$ cat src/rtl/hazard_ctrl.sv
// Pipeline hazard controller: tracks EX/MEM/WB destinations, selects operand forwarding,
// inserts a single bubble on load-use and counts those stall cycles.
module hazard_ctrl #(
    parameter int         CNT_W       = 16,
    parameter logic [1:0] RF_WSEL_RDO = 2'b01
) (
    input  logic             clk,
    input  logic             rst,
    input  logic             id_valid,
    input  logic [4:0]       id_rs1,
    input  logic [4:0]       id_rs2,
    input  logic             id_rs1_used,
    input  logic             id_rs2_used,
    input  logic [4:0]       id_rd,
    input  logic             id_rf_we,
    input  logic [1:0]       id_rf_wsel,
    input  logic             flush,
    input  logic             mem_busy,
    input  logic             cnt_clr,
    output logic             stall_id,
    output logic             bubble_ex,
    output logic [1:0]       fwd1_sel,
    output logic [1:0]       fwd2_sel,
    output logic [CNT_W-1:0] stall_cnt
);
    localparam int STAGES = 2;  // index 0 = EX, 1 = MEM, 2 = WB

    typedef struct packed {
        logic [4:0] rd;
        logic       ld;
    } trk_t;

    logic [STAGES:0]       vld_pipe;
    trk_t [STAGES:0]       trk_pipe;
    logic                  load_use;
    logic                  issue;
    trk_t                  trk_new;

    function automatic logic hit(input logic v, input trk_t t,
                                 input logic [4:0] rs, input logic used);
        return v && (t.rd == rs) && (rs != 5'd0) && used;
    endfunction

    // Walk oldest to youngest so the youngest matching stage wins.
    function automatic logic [1:0] pick(input logic [STAGES:0] v, input trk_t [STAGES:0] t,
                                        input logic [4:0] rs, input logic used);
        logic [1:0] sel;
        sel = 2'b00;
        for (int s = STAGES; s >= 0; s--)
            if (hit(v[s], t[s], rs, used))
                sel = 2'(s + 1);
        return sel;
    endfunction

    always_comb begin
        load_use  = id_valid && !flush && trk_pipe[0].ld &&
                    (hit(vld_pipe[0], trk_pipe[0], id_rs1, id_rs1_used) ||
                     hit(vld_pipe[0], trk_pipe[0], id_rs2, id_rs2_used));
        stall_id  = mem_busy || load_use;
        bubble_ex = load_use && !mem_busy;
        fwd1_sel  = id_valid ? pick(vld_pipe, trk_pipe, id_rs1, id_rs1_used) : 2'b00;
        fwd2_sel  = id_valid ? pick(vld_pipe, trk_pipe, id_rs2, id_rs2_used) : 2'b00;
        issue     = id_valid && id_rf_we && (id_rd != 5'd0) && !flush && !load_use;
        trk_new   = issue ? '{rd: id_rd, ld: (id_rf_wsel == RF_WSEL_RDO)} : '0;
    end

    always_ff @(posedge clk) begin
        if (rst) begin
            vld_pipe  <= '0;
            trk_pipe  <= '0;
            stall_cnt <= '0;
        end else begin
            if (!mem_busy) begin
                vld_pipe <= {vld_pipe[STAGES-1:0], issue};
                trk_pipe <= {trk_pipe[STAGES-1:0], trk_new};
            end
            if (cnt_clr)
                stall_cnt <= '0;
            else if (bubble_ex && (stall_cnt != {CNT_W{1'b1}}))
                stall_cnt <= stall_cnt + CNT_W'(1);
        end
    end
endmodule

$ cat config.mk
export PLATFORM = sky130hd
export DESIGN_NAME = hazard_ctrl
export DESIGN_NICKNAME = d
export VERILOG_FILES = /design/src/rtl/hazard_ctrl.sv
export SDC_FILE = /design/constraint.sdc
export NUM_CORES = 1
export LEC_CHECK = 0
export ABC_AREA = 0
export CAP_MARGIN = 40
export CORE_MARGIN = 2
export CORE_UTILIZATION = 25
export CTS_CLUSTER_DIAMETER = 30
export DETAILED_ROUTE_END_ITERATION = 7
export SKIP_LAST_GASP = 1
export SYNTH_ARGS = -nofsm -noshare
export SYNTH_HDL_FRONTEND = slang
export SYNTH_SLANG_ARGS = --single-unit
$ cat constraint.sdc
create_clock -name clk -period 5.5 [get_ports clk]
set_input_delay 1.375 -clock clk [delete_from_list [all_inputs] [get_ports clk]]
set_output_delay 1.375 -clock clk [all_outputs]
set_load 0.005 [all_outputs]
==> flow_summary.yaml <==
yosys:
  ys_types: 51
  netlist_instances: 214
  avgSynthCellArea_um2: 9.226
  syn-cell-area_um2: 1974
  syn-num-nets: 241
  yosys_warnings: 0
  synth_edf_count: 0
  async_flop_share_pct: 0
  synth_seq_cells: 35
  yosysSeqAreaShare_pct: 35.49
  synthFlopType: "dfxtp_1"
job:
  drv_cap: 0
pwr:
  power_switching_share_pct: 22.68
  internal-power_uw: 419.6
  cellPowerDensity_nw_per_um2: 200.7
  p_switching_uw: 123.1
  vdd_drop_max_v: 0.0001115
  seqPwrFrac_pct: 47.2
  combPwrFrac_pct: 10.1
  leakage_nw: 1.028
  power_frac_clock_pct: 42.6
  p_total_uw: 542.7
cts:
  cts_hold_buf: 0
  cts_resized: 0
  clkSlewWorstSetupHoldPaths_ps: 70
  cts-buffers-inserted: 5
  clock_sinks: 35
  clockBufferDepth: 2
  root_buffer: "clkbuf_8"
  htree_levels: 2
  cts_tree: "built"
  clkLatencyLatePin_ps: 290
  postCtsSetupRepairBufs: 0
floorplanning:
  design.core.area_um2: 7687
  rows: 32
  ios: 48
  die_h_um: 92.87
  die_x_um: 92.87
  die-area_um2: 8625
  start_util_pct: 25.68
final_layout:
  area.growth.synth_to_final_pct: 36.95
  final_util_pct: 35.17
  diodes: 0
  fin_nets: 294
  drive_gt1_share_pct: 11.19
setup_path:
  crit_family: "buffers and inverters"
  path_depth: 7
  rr_worst_depth: 6
  crit_arrival_ps: 3900
  critPathRequiredTime_ps: 4120
  criticalPathCategory: "input pin to output pin"
  cp-start-kind: "input pin"
  endpoint: "fwd1_sel[1]"
  cp-startpoint: "id_rs1[3]"
  critPathMaxFanout: 5
  crit_slowest_cell: "or4_1"
  path_cells: "clkdlybuf4s50_1 -> or4_1 -> o21ai_1 -> and4b_4 -> a2111oi_0 -> buf_4 -> clkdlybuf4s50_1"
  critPathMostFrequentCell: "clkdlybuf4s50_1"
  r2r_end: "stall_cnt[15]"
  path_buf_inv: 3
  r2r_setup_slack_ps: 3450
  worstReg2RegStart: "stall_cnt[0]"
  cp_slowest_stage_delay_ps: 510
  critPathCaptureType: "output pin"
place:
  place_congestion: 0.7581
  portBuffers: 47
  preCtsSetupSlack_ps: 244.7
  place_hpwl_um: 3968
detailed_routing:
  drt_first_pass_iters: 4
  drcViolationCount: 0
  num_vias: 1763
  wire_per_inst_um: 13.44
  first_iter_violations: 62
  ant_nets: 0
  vias_per_cell: 4.765
  drt_wl_total_um: 4971
timing:
  setup_viol: 0
  hold_viol: 0
  rsz0062_at_grt: "no"
  tightest_slew_ps: 592.0
  slew_headroom_pct: 60.27
  fin_ws_ps: 228.9
  final_max_slew_viol_count: 0
  period_share_pct: 95.84
  fin_skew_ps: 6.319
  fmax_mhz: 189.7
  layout_min_cycle_time_ps: 5271
  tns_ps: 0
run_status:
  outcome: "complete, no violations"
grt:
  antenna_found_initial: 0
  grt_overflow: 0
  grt_pass1_vias: 1601
  grt_usage_pct: 11.69
  grt_max_degree: 17
  grt_pass1_wl_um: 8052
hold_path:
  hold_path.class: "flop to flop"
## synth_stat cells (2+ instances only)
cell       count  area share (%)
xor2_1        27              12
nor4_2         2             1.3
nor4_1         4             1.3
nand4b_1       2            0.89
or3_1          3            0.95
mux2i_1       13             6.6
nand2_1        6             1.1
a2111oi_0      2            0.89
nor2_1        22             4.2
and4b_4        2             1.4
or4_1          3             1.1
clkbuf_1       6             1.1
dfxtp_1       35              35
a41o_1         3             1.5
o31ai_1        2            0.76
and4_1         2            0.89
nor2b_1        2            0.63
inv_1          6             1.1
nand4_1        6             1.9
xnor2_1        7             3.1
a22o_1         6             2.7
a31oi_1        2            0.63
and3_1         3            0.95
o211ai_1       2            0.76
o21ai_0        3            0.76
nand3_1        8             2.0
a21oi_2        3             1.3
or3b_2         2            0.89
a21oi_1        8             2.0
## tightest hold or removal path, delay by kind of cell, from the launching register on
kind           cells  cell delay (ps)
flip-flops         1              330
AO/OA/AOI/OAI      2              140
## how the worst min path moves through the flow
stage / startpoint / endpoint / slack (ps) / cells past startpoint
detailed placement: stall_cnt[7] / stall_cnt[7] / 500 / 2
global route: stall_cnt[15] / stall_cnt[15] / 550 / 2
global placement: stall_cnt[15] / stall_cnt[15] / 490 / 2
floorplan: stall_cnt[7] / stall_cnt[7] / 480 / 2
CTS: stall_cnt[7] / stall_cnt[7] / 520 / 2
finish: stall_cnt[15] / stall_cnt[15] / 510 / 2
## registers in the layout, indices dropped and copies added (netlist names)
signal     count
trk_pipe      16
stall_cnt     16
vld_pipe       3
## layer usage
metal	vias to the layer above	routed length (um)	GRT usage (%)
li1	897	-	-
met1	822	2520	17.54
met2	39	2198	17.15
met3	5	213	2.278
met4	0	39	2.574
met5	-	0	0
## logic make-up (layout without fill, tap and decap cells)
logic type | count (synthesis) | in the layout | synth area share (%)
AO/OA/AOI/OAI | 43 | 43 | 17.49
XOR/XNOR | 34 | 34 | 15.08
adder cells (fa/ha/maj) | 1 | 1 | 0.6336
buffers and inverters | 14 | 68 | 2.661
flip-flops | 35 | 35 | 35.49
multiplexers | 13 | 13 | 6.590
AND/OR/NAND/NOR | 74 | 74 | 22.05
## power groups by stage
stage | registers (mW) | clock network, mW | logic [mW]
after floorplan | 0.262 | 0 | 0.0240
after global placement | 0.262 | 0 | 0.0550
after detailed placement | 0.262 | 0 | 0.0555
after CTS | 0.256 | 0.238 | 0.0556
after global routing | 0.257 | 0.250 | 0.0598
final | 0.256 | 0.231 | 0.0549
## per-stage QoR
step | std cells | hold WS, ps | area (um2)
final | 370 | 513.7 | 2704
after CTS | 370 | 515.0 | 2704
after floorplan | 214 | 476.7 | 1974
after global placement | 362 | 494.5 | 2591
after global routing | 370 | 547.8 | 2704
after detailed placement | 362 | 502.9 | 2591
## layout by cell type, fill, tap and decap left out, drive strengths merged, types with 7 or more instances in the layout
cell and instances:
clkdlybuf4s50 47, dfxtp 35, xor2 27, nor2 22, mux2i 13, a21oi 11
nand3 8, xnor2 7, inv 7
## final cells by class
cell class                 instances  area [um2]
fill                             786        4984
multi-input combinational        165        1221
sequential                        35       700.7
timing repair buffer              53       515.5
tap                              102       127.6
clock buffer                       5       68.82
clock inverter                     3       43.79
inverter                           7       26.28
No activity file was read; power rests on OpenSTA's default activity.
